File: src/rtl/cnn_sdiv_24s_14s_10s_if.sv
// Operand/result bundle for the signed 24/14 -> 10 iterative divider.
// Ports: in_valid/in_ready/dividend/divisor (request), out_valid/out_ready/
//        quotient/remainder/div_zero/ovf (response); master drives requests.
interface cnn_sdiv_24s_14s_10s_if #(
  parameter int DIVIDEND_W = 24,
  parameter int DIVISOR_W  = 14,
  parameter int QUOT_W     = 10
);
  logic                         in_valid;
  logic                         in_ready;
  logic signed [DIVIDEND_W-1:0] dividend;
  logic signed [DIVISOR_W-1:0]  divisor;
  logic                         out_valid;
  logic                         out_ready;
  logic signed [QUOT_W-1:0]     quotient;
  logic signed [DIVISOR_W-1:0]  remainder;
  logic                         div_zero;
  logic                         ovf;

  modport master (
    output in_valid, dividend, divisor, out_ready,
    input  in_ready, out_valid, quotient, remainder, div_zero, ovf
  );

  modport slave (
    input  in_valid, dividend, divisor, out_ready,
    output in_ready, out_valid, quotient, remainder, div_zero, ovf
  );
endinterface

File: src/rtl/cnn_sdiv_24s_14s_10s.sv
// Signed restoring divider: 24b dividend / 14b divisor -> 10b quotient + 14b remainder.
// Latency 24 cycles accept->out_valid; one result per 26 cycles max; in_ready=0 while busy,
// result held in DONE until out_ready. Optional macro CNN_SDIV_SAT_EN clamps the quotient
// and reports ovf; without it the quotient wraps and ovf is 0.
// Ports: ap_clk, ap_rst_n (async active-low), io (slave side of cnn_sdiv_24s_14s_10s_if).
module cnn_sdiv_24s_14s_10s #(
  parameter int DIVIDEND_W = 24,
  parameter int DIVISOR_W  = 14,
  parameter int QUOT_W     = 10
) (
  input logic                     ap_clk,
  input logic                     ap_rst_n,
  cnn_sdiv_24s_14s_10s_if.slave   io
);

  localparam int DW    = DIVIDEND_W;
  localparam int SW    = DIVISOR_W;
  localparam int QW    = QUOT_W;
  localparam int CNT_W = $clog2(DW);

  typedef enum logic [1:0] {IDLE, CALC, DONE} state_t;

  state_t            state_q, state_d;
  logic [DW-1:0]     dvd_q, dvd_d;      // dividend bits shift out of MSB, quotient bits in at LSB
  logic [SW-1:0]     dsr_q, dsr_d;      // |divisor|
  logic [SW-1:0]     prem_q, prem_d;    // partial remainder, always < |divisor| between steps
  logic [CNT_W-1:0]  cnt_q, cnt_d;
  logic              neg_dvd_q, neg_dvd_d;
  logic              neg_dsr_q, neg_dsr_d;
  logic              dz_q, dz_d;
  logic [QW-1:0]     quot_q, quot_d;
  logic [SW-1:0]     rem_q, rem_d;
  logic              dzo_q, dzo_d;
  logic              ovf_q, ovf_d;

  // One restoring step. The shifted value needs SW+1 bits; after a subtract
  // the result is below |divisor| <= 2^(SW-1), so SW bits hold it.
  logic [SW:0]       shifted;
  logic              ge;
  logic [SW-1:0]     diff;
  logic [SW-1:0]     prem_nx;
  logic [DW-1:0]     dvd_nx;
  logic [SW-1:0]     rem_fin;
  logic [QW-1:0]     q_nar;
  logic              q_ovf;
  logic              q_neg;

  assign shifted = {prem_q, dvd_q[DW-1]};
  assign ge      = shifted >= {1'b0, dsr_q};
  assign diff    = shifted[SW-1:0] - dsr_q;
  assign prem_nx = ge ? diff : shifted[SW-1:0];
  assign dvd_nx  = {dvd_q[DW-2:0], ge};
  assign q_neg   = neg_dvd_q ^ neg_dsr_q;
  assign rem_fin = neg_dvd_q ? -prem_nx : prem_nx;

`ifdef CNN_SDIV_SAT_EN
  localparam logic signed [DW:0] Q_MAX = (DW+1)'(2**(QW-1) - 1);
  localparam logic signed [DW:0] Q_MIN = ~Q_MAX;

  logic signed [DW:0] q_full;
  assign q_full = q_neg ? -$signed({1'b0, dvd_nx}) : $signed({1'b0, dvd_nx});

  always_comb begin
    q_nar = q_full[QW-1:0];
    q_ovf = 1'b0;
    if (q_full > Q_MAX) begin
      q_nar = Q_MAX[QW-1:0];
      q_ovf = 1'b1;
    end else if (q_full < Q_MIN) begin
      q_nar = Q_MIN[QW-1:0];
      q_ovf = 1'b1;
    end
  end
`else
  // Low bits of the negated magnitude equal the negation of its low bits,
  // so wrapping needs only the bottom QW bits.
  assign q_nar = q_neg ? -dvd_nx[QW-1:0] : dvd_nx[QW-1:0];
  assign q_ovf = 1'b0;
`endif

  always_comb begin
    state_d   = state_q;
    dvd_d     = dvd_q;
    dsr_d     = dsr_q;
    prem_d    = prem_q;
    cnt_d     = cnt_q;
    neg_dvd_d = neg_dvd_q;
    neg_dsr_d = neg_dsr_q;
    dz_d      = dz_q;
    quot_d    = quot_q;
    rem_d     = rem_q;
    dzo_d     = dzo_q;
    ovf_d     = ovf_q;
    unique case (state_q)
      IDLE: begin
        if (io.in_valid) begin
          neg_dvd_d = io.dividend[DW-1];
          neg_dsr_d = io.divisor[SW-1];
          dvd_d     = io.dividend[DW-1] ? -io.dividend : io.dividend;
          dsr_d     = io.divisor[SW-1]  ? -io.divisor  : io.divisor;
          dz_d      = (io.divisor == '0);
          prem_d    = '0;
          cnt_d     = CNT_W'(DW - 1);
          state_d   = CALC;
        end
      end
      CALC: begin
        dvd_d  = dvd_nx;
        prem_d = prem_nx;
        cnt_d  = cnt_q - 1'b1;
        if (cnt_q == '0) begin
          state_d = DONE;
          if (dz_q) begin
            // Saturate toward the dividend's sign; remainder is meaningless, report 0.
            quot_d = neg_dvd_q ? {1'b1, {(QW-1){1'b0}}} : {1'b0, {(QW-1){1'b1}}};
            rem_d  = '0;
            dzo_d  = 1'b1;
            ovf_d  = 1'b0;
          end else begin
            quot_d = q_nar;
            rem_d  = rem_fin;
            dzo_d  = 1'b0;
            ovf_d  = q_ovf;
          end
        end
      end
      DONE: begin
        if (io.out_ready) state_d = IDLE;
      end
      default: state_d = IDLE;
    endcase
  end

  always_ff @(posedge ap_clk or negedge ap_rst_n) begin
    if (!ap_rst_n) begin
      state_q   <= IDLE;
      dvd_q     <= '0;
      dsr_q     <= '0;
      prem_q    <= '0;
      cnt_q     <= '0;
      neg_dvd_q <= 1'b0;
      neg_dsr_q <= 1'b0;
      dz_q      <= 1'b0;
      quot_q    <= '0;
      rem_q     <= '0;
      dzo_q     <= 1'b0;
      ovf_q     <= 1'b0;
    end else begin
      state_q   <= state_d;
      dvd_q     <= dvd_d;
      dsr_q     <= dsr_d;
      prem_q    <= prem_d;
      cnt_q     <= cnt_d;
      neg_dvd_q <= neg_dvd_d;
      neg_dsr_q <= neg_dsr_d;
      dz_q      <= dz_d;
      quot_q    <= quot_d;
      rem_q     <= rem_d;
      dzo_q     <= dzo_d;
      ovf_q     <= ovf_d;
    end
  end

  assign io.in_ready  = (state_q == IDLE);
  assign io.out_valid = (state_q == DONE);
  assign io.quotient  = quot_q;
  assign io.remainder = rem_q;
  assign io.div_zero  = dzo_q;
  assign io.ovf       = ovf_q;

endmodule

File: src/flat_wrapper.sv
// flat-port wrapper written by rule: the top's interface ports become plain ports
module cnn_sdiv_24s_14s_10s_flat 
#(
  parameter int DIVIDEND_W = 24,
  parameter int DIVISOR_W  = 14,
  parameter int QUOT_W     = 10
)
  (ap_clk, ap_rst_n, io_in_valid, io_dividend, io_divisor, io_out_ready, io_in_ready, io_out_valid, io_quotient, io_remainder, io_div_zero, io_ovf);
  cnn_sdiv_24s_14s_10s_if #(.DIVIDEND_W(DIVIDEND_W), .DIVISOR_W(DIVISOR_W), .QUOT_W(QUOT_W)) io_i ();
  input logic ap_clk;
  input logic ap_rst_n;
  input wire logic [$bits(io_i.in_valid)-1:0] io_in_valid;
  input wire logic [$bits(io_i.dividend)-1:0] io_dividend;
  input wire logic [$bits(io_i.divisor)-1:0] io_divisor;
  input wire logic [$bits(io_i.out_ready)-1:0] io_out_ready;
  output wire logic [$bits(io_i.in_ready)-1:0] io_in_ready;
  output wire logic [$bits(io_i.out_valid)-1:0] io_out_valid;
  output wire logic [$bits(io_i.quotient)-1:0] io_quotient;
  output wire logic [$bits(io_i.remainder)-1:0] io_remainder;
  output wire logic [$bits(io_i.div_zero)-1:0] io_div_zero;
  output wire logic [$bits(io_i.ovf)-1:0] io_ovf;
  assign io_i.in_valid = io_in_valid;
  assign io_i.dividend = io_dividend;
  assign io_i.divisor = io_divisor;
  assign io_i.out_ready = io_out_ready;
  assign io_in_ready = io_i.in_ready;
  assign io_out_valid = io_i.out_valid;
  assign io_quotient = io_i.quotient;
  assign io_remainder = io_i.remainder;
  assign io_div_zero = io_i.div_zero;
  assign io_ovf = io_i.ovf;
  cnn_sdiv_24s_14s_10s #(.DIVIDEND_W(DIVIDEND_W), .DIVISOR_W(DIVISOR_W), .QUOT_W(QUOT_W)) u_core (.ap_clk(ap_clk), .ap_rst_n(ap_rst_n), .io(io_i));
endmodule
File: config.mk
export PLATFORM = sky130hd
export DESIGN_NAME = cnn_sdiv_24s_14s_10s_flat
export DESIGN_NICKNAME = d
export VERILOG_FILES = /design/src/rtl/cnn_sdiv_24s_14s_10s_if.sv /design/src/rtl/cnn_sdiv_24s_14s_10s.sv /design/src/flat_wrapper.sv
export SDC_FILE = /design/constraint.sdc
export NUM_CORES = 1
export LEC_CHECK = 0
export CAP_MARGIN = 20
export CORE_UTILIZATION = 50
export CTS_CLUSTER_SIZE = 24
export DETAILED_ROUTE_END_ITERATION = 10
export GPL_TIMING_DRIVEN = 0
export MAX_ROUTING_LAYER = met4
export PLACE_DENSITY_LB_ADDON = 0.25
export SETUP_SLACK_MARGIN = 0.15
export SYNTH_ARGS = -nofsm -noshare
export SYNTH_HDL_FRONTEND = slang
export SYNTH_SLANG_ARGS = --single-unit
export TNS_END_PERCENT = 100
File: constraint.sdc
create_clock -name ap_clk -period 4.1 [get_ports ap_clk]
set_clock_uncertainty 0.05 [all_clocks]
set_input_delay 0.615 -clock ap_clk [delete_from_list [all_inputs] [get_ports ap_clk]]
set_output_delay 0.615 -clock ap_clk [all_outputs]
set_load 0.02 [all_outputs]
### Word-level counts from Yosys, hierarchy flattened

Cells that the tools add are included.

* output and inout port bits: 28
* bits of input ports: 42
* register bits: 87

* bitwise operators: 1
* equal/unequal tests: 5
* reduce and logical (&&, ||, !) cells: 8
* magnitude comparators: 1
* multiplexer cells: 19
* add/subtract/negate cells: 6

Operators with widths (number)
* 2-to-1 mux 14 bit: 5
* 2-to-1 mux 24 bit: 2
* one-hot mux 24 bit (2 select lines): 1
* 2-to-1 mux 10 bit: 3
* negation 14 bit: 2
* one-hot mux 14 bit (2 select lines): 1
* negation 24 bit: 1
* >= comparator 15 x 14 -> 1 bit: 1
* logical NOT 14 bit: 1
* subtractor 14 bit: 1
* negation 10 bit: 1
* one-hot mux 5 bit (2 select lines): 1
* 2-to-1 mux 2 bit: 3
* one-hot mux 2 bit (3 select lines): 1
* AND reduction 2 bit: 3
* logical NOT 5 bit: 1
* 2-to-1 mux 5 bit: 1
* subtractor 5 x 1 -> 5 bit, second input constant: 1
* != test 2 bit, second input constant: 2
* AND reduction 3 bit: 1
* equality test 2 x 1 -> 1 bit, second input constant: 1
* equality test 2 bit, second input constant: 1
* logical NOT 2 bit: 1
* != test 2 x 1 -> 1 bit, second input constant: 1
* other kinds (3): 3

### Logic depth before layout (Yosys ltp)

Gate-level depths: netlist of the first run.

* word-level depth: 5
* gate-level depth with buffers: 20
* gate-level depth less buffers: 16

### Worst setup path after synthesis of the first run

No wires, ideal clock.

* path kind: flip-flop to flip-flop
* from: reg u_core.prem_q[8]
* to: reg u_core.rem_q[12], in the netlist u_core.io.remainder[12]
* data required time: 3.929 ns
* data arrival time: 3.849 ns
* path slack: 0.080 ns
* period minus slack after synthesis: 4.020 ns
* stages on the path, launching flop included: 20
* cells stage by stage: dfrtp_1 > ha_1 > clkbuf_1 > o21a_1 > nand2_1 > o21ai_0 > a22o_1 > clkbuf_1 > clkbuf_1 > clkbuf_1 > nand2_1 > o21ai_0 > ha_1 > nand2_1 > nor3_1 > nor2b_1 > a21oi_1 > o31ai_1 > xnor2_1 > a22o_1

* longest elaborated chain between the ends: 5
* elaborated cells between the ends (all ways): 6

RTL lines
* from (decl): line cnn_sdiv_24s_14s_10s.sv:26 `logic [SW-1:0] prem_q, prem_d;`
* from (signal assigned): line cnn_sdiv_24s_14s_10s.sv:152 `prem_q <= prem_d;`
* subtractor 14 bit or >= comparator 15 x 14 -> 1 bit (tied branches): line cnn_sdiv_24s_14s_10s.sv:50, cnn_sdiv_24s_14s_10s.sv:49
* 2-to-1 mux 14 bit *: line cnn_sdiv_24s_14s_10s.sv:51 `assign prem_nx = ge ? diff : shifted[SW-1:0];`
* negation 14 bit: line cnn_sdiv_24s_14s_10s.sv:54 `assign rem_fin = neg_dvd_q ? -prem_nx : prem_nx;`
* 2-to-1 mux 14 bit *: line cnn_sdiv_24s_14s_10s.sv:54
* 2-to-1 mux 14 bit *: line cnn_sdiv_24s_14s_10s.sv:113 `if (dz_q) begin`
* to (signal assigned): line cnn_sdiv_24s_14s_10s.sv:158 `rem_q <= rem_d;`
* to (decl): line cnn_sdiv_24s_14s_10s.sv:32 `logic [SW-1:0] rem_q, rem_d;`

Mark *: on every way between the ends. The rest lies on a longest branch, timed or not.
A chain may end at the register's enable or synchronous reset.

### Final worst setup path of the first run

Same ends and word-level chain as after synthesis.

==> flow_metrics.tcl, run 1 <==
set metrics [dict create \
    async_reset_ff_frac 1.00 \
    cpPeakStageDelay_ns 0.45 \
    grt_first_pass_wirelength_mm 25.1 \
    syn_inst 667 \
    final_cell_mix "o21ai_0 (90), dfrtp_1 (84), nand2_1 (74), clkdlybuf4s50_1 (67), xor2_1 (38)" \
    die_area_um2 11900 \
    status "complete, no violations" \
    clockBufferDepth 2 \
    r2r_cells 17 \
    seq_power_share 0.230 \
    drtPass1Iterations 6 \
    grt_antenna_before_repair 0 \
    timing.fmax_mhz 266 \
    power_density_nw_per_um2 1000 \
    slew_headroom 0.535 \
    cts_hold_buf 0 \
    row_count 38 \
    synth_edf_count 0 \
    finalCriticalPeriod_ns 3.76 \
    synth_cell_types 59 \
    num_vias 5381 \
    layout_commonest_cell "o21ai_0" \
    synth_area_leaders "dfrtp_1 (38%), o21ai_0 (8.1%), xor2_1 (5.8%)" \
    crit_type "flop to flop" \
    r2r_start "u_core.prem_q[8]" \
    synthFlopType "dfrtp_1" \
    slew_viol_final 0 \
    rr_endpoint "u_core.io.remainder[12]" \
    seq_area_frac_synth 0.381 \
    hold_class "primary input to async pin" \
    setup_viol 0 \
    ios 70 \
    drtIter0Drc 442 \
    clock_sinks 87 \
    fin_crit_sh 0.917 \
    yosysWarningCount 0 \
    viasPerCell 6.04 \
    wl_met1_mm 6.65 \
    hold_violations 0 \
    arrival_ns 3.95 \
    grt_max_degree 59 \
    cp.required_ns 4.29 \
    core_area_um2 11000 \
    power_leakage_nw 2.92 \
    r2r_slack_ns 0.34 \
    comb_power_share 0.644 \
    wl_met3_mm 1.03 \
    yosysTopAreaCell "dfrtp_1" \
    ys_seq_elements 87 \
    power_switching_mw 3.37 \
    gp_congestion 0.899 \
    fin_util 0.644 \
    dp_cells 876 \
    grt_pass1_vias 5128 \
    clkTransAtPathRegs_ns 0.07 \
    cap_violations 0 \
    sw_frac_of_total 0.476 \
    syn-num-nets 730 \
    io_buffer_count 68 \
    instances_no_fill 891 \
    drc 0 \
    cts_max_level 3 \
    antenna_left 0 \
    path_max_fanout 10 \
    dpl.hpwl_mm 11.0 \
    wl_mm 14.9 \
    ir_worst_vdd_uv 442 \
    syn-cell-area_um2 5720 \
    crit_path_end_kind "flop" \
    die_x_um 109 \
    syn_area_per_cell_um2 8.58 \
    top_layer "met4" \
    pwr-share-clk 0.126 \
    cts_tree "built" \
    n_antenna_cell 0 \
    startpoint_type "flop" \
    wl_met2_mm 6.98 \
    area_growth_pct 23.7 \
    insertion_delay_ns 0.34 \
    rsz0062_at_grt "no" \
    slowest_stage "dfrtp_2" \
    nFillCells 950 \
    drive_gt1_frac 0.0719 \
    start_util 0.521 \
    grt_usage 0.276 \
    timing.hold.ws_ns 0.141 \
    grt-ovfl-total 0 \
    fin_nets 810 \
    cts-root-buf "clkbuf_16" \
    setup_tns_ns 0 \
    p_int_mw 3.71 \
    numCtsBuffers 9 \
    wl_per_cell_um 16.7 \
    path_cells "ha_1, clkbuf_4, o21a_1, a21oi_1, o21ai_1, a22o_1, buf_4, clkbuf_8, buf_6, o21ai_4, ha_4, nand3b_1, o41ai_1, a21oi_1, o31ai_1, xnor2_1, a22o_1" \
    tightest_slew_ns 0.688 \
    die_h_um 109 \
    synth_top_area_frac 0.381 \
]
[metrics by stage]
stage,cell area [µm²],power (mW),worst slack (ns)
2_1_floorplan,5730,4.59,0.177
6_report,7070,7.09,0.339
4_1_cts,7030,6.87,0.154
3_5_place_dp,6610,5.73,-0.778
5_1_grt,7070,7.61,0.154
3_3_place_gp,6580,5.61,-0.781
[cells by family (layout without fill, tap and decap cells)]
kind of cell | Yosys count | after routing | share of synthesized area
and+or+nand+nor | 199 | 199 | 0.174
buffers and inverters | 71 | 155 | 0.0475
other | 1 | 1 | 0.000656
DFF | 87 | 87 | 0.381
muxes | 12 | 12 | 0.0217
adders and majority gates | 21 | 21 | 0.0472
xor gates and xnor gates | 53 | 53 | 0.0811
AOI/OAI and AO/OA | 223 | 223 | 0.248
[flip-flops by register name (all words and copies together) (netlist names)]
register and flops:
u_core.state_q 2, u_core.dvd_q 24, u_core.prem_q 14, u_core.io.quotient 10, u_core.cnt_q 5, u_core.dz_q 1, u_core.io.div_zero 1, u_core.io.remainder 14
u_core.dsr_q 14, u_core.neg_dsr_q 1, u_core.neg_dvd_q 1
[how the worst max path moves through the flow]
stage | from | endpoint | slack, ns | cells after the start
after floorplan | u_core.prem_q[8] | u_core.io.remainder[12] | 0.18 | 19
after global placement | u_core.prem_q[8] | u_core.io.remainder[12] | -0.78 | 19
after detailed placement | u_core.prem_q[8] | u_core.io.remainder[12] | -0.78 | 19
after CTS | u_core.prem_q[4] | u_core.io.remainder[12] | 0.15 | 18
after global routing | u_core.prem_q[8] | u_core.io.remainder[12] | 0.15 | 17
final | u_core.prem_q[8] | u_core.io.remainder[12] | 0.34 | 17
[layout make-up]
cell class / count / area (µm²) / area share
Buffer: 39 / 181 / 0.0256
Clock buffer: 10 / 239 / 0.0338
Clock inverter: 5 / 81.3 / 0.0115
Inverter: 31 / 116 / 0.0164
Multi-Input combinational cell: 509 / 3390 / 0.479
Sequential cell: 87 / 2180 / 0.308
Tap cell: 140 / 175 / 0.0248
Timing Repair Buffer: 70 / 713 / 0.101
[critical path: cells and delay by family, from the launching register on]
| kind | cells | cell delay [ns] |
|---|---|---|
| adder cells (fa/ha/maj) | 2 | 0.49 |
| flip-flops | 1 | 0.45 |
| AO/OA/AOI/OAI | 9 | 1.69 |
| AND/OR/NAND/NOR | 1 | 0.14 |
| buffers and inverters | 4 | 0.70 |
| XOR/XNOR | 1 | 0.11 |
[layer usage]
layer	vias up	global-route usage
li1	2582	-
met1	2531	0.359
met2	241	0.444
met3	27	0.0412
met4	0	0.0849
met5	-	-
[timing repair]
| item | CTS | global route |
|---|---|---|
| hold endpoints to repair | 0 | 0 |
| pin swaps | 1 | 3 |
| setup endpoints to repair | 10 | 2 |
| buffers inserted | 1 | 0 |
| resized for setup | 23 | 17 |
[power groups by stage]
stage	combinational [mW]	clock, mW	sequential, mW
floorplan	2.96	0	1.62
global placement	4.02	0	1.59
detailed placement	4.12	0	1.61
CTS	4.36	0.892	1.61
global route	5.00	0.932	1.68
finish	4.56	0.891	1.63
[cells in the mapped netlist, drive strengths merged, types with 5 or more instances]
cell type  instances
o41ai              9
nand2             74
inv               31
mux2i              9
a31oi              7
a22oi             23
a22o              10
clkbuf            36
a21oi             30
nor2b              7
or4               12
nor2              28
o21ai             94
nand2b             8
o211ai             7
ha                20
nor3              15
or3                7
dfrtp             87
xor2              38
nand3             24
o31ai             14
or2                5
xnor2             15
No activity file was read; power rests on OpenSTA's default activity.
==> inputs of run 2 (changes only) <==
DONT_BUFFER_PORTS = 1   (was not set)
PLACE_DENSITY_LB_ADDON = 0.12   (was 0.25)
==> flow_metrics.tcl, run 2 (synthesis gave the netlist of run 1 again) <==
set metrics [dict create \
    arrival_ns 3.94 \
    grt_usage 0.264 \
    final_cell_mix "o21ai_0 (89), dfrtp_1 (81), nand2_1 (74), xor2_1 (38), inv_1 (31)" \
    tightest_slew_ns 0.795 \
    clkTransAtPathRegs_ns 0.06 \
    cts_max_level 3 \
    slew_viol_final 0 \
    grt_max_degree 88 \
    row_count 38 \
    pre_cts_slack_ns -0.731 \
    wl_per_cell_um 17.4 \
    hold_class "primary input to async pin" \
    slew_headroom 0.463 \
    largest_reg_flops 24 \
    gp_congestion 0.898 \
    start_util 0.521 \
    slowest_stage "dfrtp_2" \
    fin_area_um2 6410 \
    insertion_delay_ns 0.34 \
    grt_antenna_before_repair 0 \
    antenna_left 0 \
    drive_gt1_frac 0.0889 \
    critPathBufInv 3 \
    largest_register "u_core.dvd_q" \
    fin_crit_sh 0.918 \
    timing.fmax_mhz 266 \
    n_antenna_cell 0 \
    grt_pass1_vias 4709 \
    cp_num_cells 17 \
    die_h_um 109 \
    cts_tree "built" \
    setup_viol 0 \
    crit_path_end_kind "flop" \
    regArea_um2 2180 \
    num_vias 5081 \
    clock_sinks 87 \
    dpl.hpwl_mm 10.8 \
    r2r_start "u_core.prem_q[3]" \
    area_growth_pct 12.1 \
    path_cells "ha_4, a21o_4, a31oi_4, o211ai_1, a22o_1, buf_4, clkbuf_8, buf_6, o21ai_4, ha_4, nand2_1, nor3_2, nor2b_1, a21oi_1, o31ai_1, xnor2_1, a22o_1" \
    rsz0062_at_grt "no" \
    clockBufferDepth 2 \
    ios 70 \
    status "complete, no violations" \
    die_area_um2 11900 \
    wl_mm 14.4 \
    cp.required_ns 4.27 \
    hold_violations 0 \
    r2r_cells 17 \
    timing.hold.ws_ns 0.128 \
    core_area_um2 11000 \
    cap_violations 0 \
    cpPeakStageDelay_ns 0.46 \
    setup_tns_ns 0 \
    path_max_fanout 10 \
    startpoint_type "flop" \
    drc 0 \
    worst_slack_ns 0.336 \
    cts-root-buf "clkbuf_16" \
    crit_family "compound AO/OA/AOI/OAI gates" \
    layout_commonest_cell "o21ai_0" \
    numCtsBuffers 9 \
    grt_first_pass_wirelength_mm 23.5 \
    crit_type "flop to flop" \
    place_area_um2 5900 \
    multi_input_area_um2 3400 \
    fin_nets 746 \
    io_buffer_count 0 \
    grt-ovfl-total 0 \
    nFillCells 981 \
    drtPass1Iterations 5 \
    die_x_um 109 \
    finalCriticalPeriod_ns 3.76 \
    viasPerCell 6.15 \
    critPathLaunch "u_core.prem_q[3]" \
    drtIter0Drc 308 \
]
==> run 2: final timing paths <==
path	end	slack [ns]
min in group ap_clk	u_core.state_q[1]	0.34
max reg2reg	u_core.io.remainder[12]	0.34
max	u_core.io.remainder[12]	0.34
min reg2reg	u_core.dsr_q[4]	0.43
max in group asynchronous	u_core.dvd_q[23]	3.51
min	u_core.io.quotient[5]	0.13
==> run 2: through the flow <==
step,instances,utilization
after floorplan,667,-
after CTS,823,0.575
after global placement,807,0.537
final,826,0.584
after detailed placement,807,0.537
after global routing,826,0.584
==> run 2: metal layers <==
metal	part of all wire	wire (µm)	vias up	GRT usage
met1	0.49	6990	2439	0.360
li1	-	-	2459	-
met2	0.45	6480	168	0.409
met5	0	0	-	-
met4	0.012	166	0	0.0695
met3	0.053	757	15	0.0389
==> run 2: layout make-up <==
type                    instances  share of cell area
well taps                     140              0.0273
plain buffers                  39              0.0279
clock buffers                  11              0.0379
clock inverters                 3             0.00702
inverters                      31              0.0181
repair buffers                  6              0.0101
multi-input cells             509               0.531
flip-flops and latches         87               0.341
==> run 2: worst register-to-register path: stages (launching register included) <==
cell	delay [ns]
dfrtp_2	0.46
ha_4	0.29
a21o_4	0.24
a31oi_4	0.17
o211ai_1	0.12
a22o_1	0.24
buf_4	0.18
clkbuf_8	0.19
buf_6	0.16
o21ai_4	0.20
ha_4	0.18
nand2_1	0.06
nor3_2	0.22
nor2b_1	0.15
a21oi_1	0.12
o31ai_1	0.30
xnor2_1	0.11
a22o_1	0.21
==> run 2: what timing repair did <==
item | in CTS | in global routing
hold buffers | 1 | 0
resized for setup | 22 | 23
hold endpoints to repair | 87 | 0
endpoints found under the setup margin | 10 | 8
buffers inserted | 1 | 4
pin swaps | 1 | 2
Power of run 2 is not shown: default switching activity piles up to over one toggle a cycle in this logic, so the estimate is an artifact.
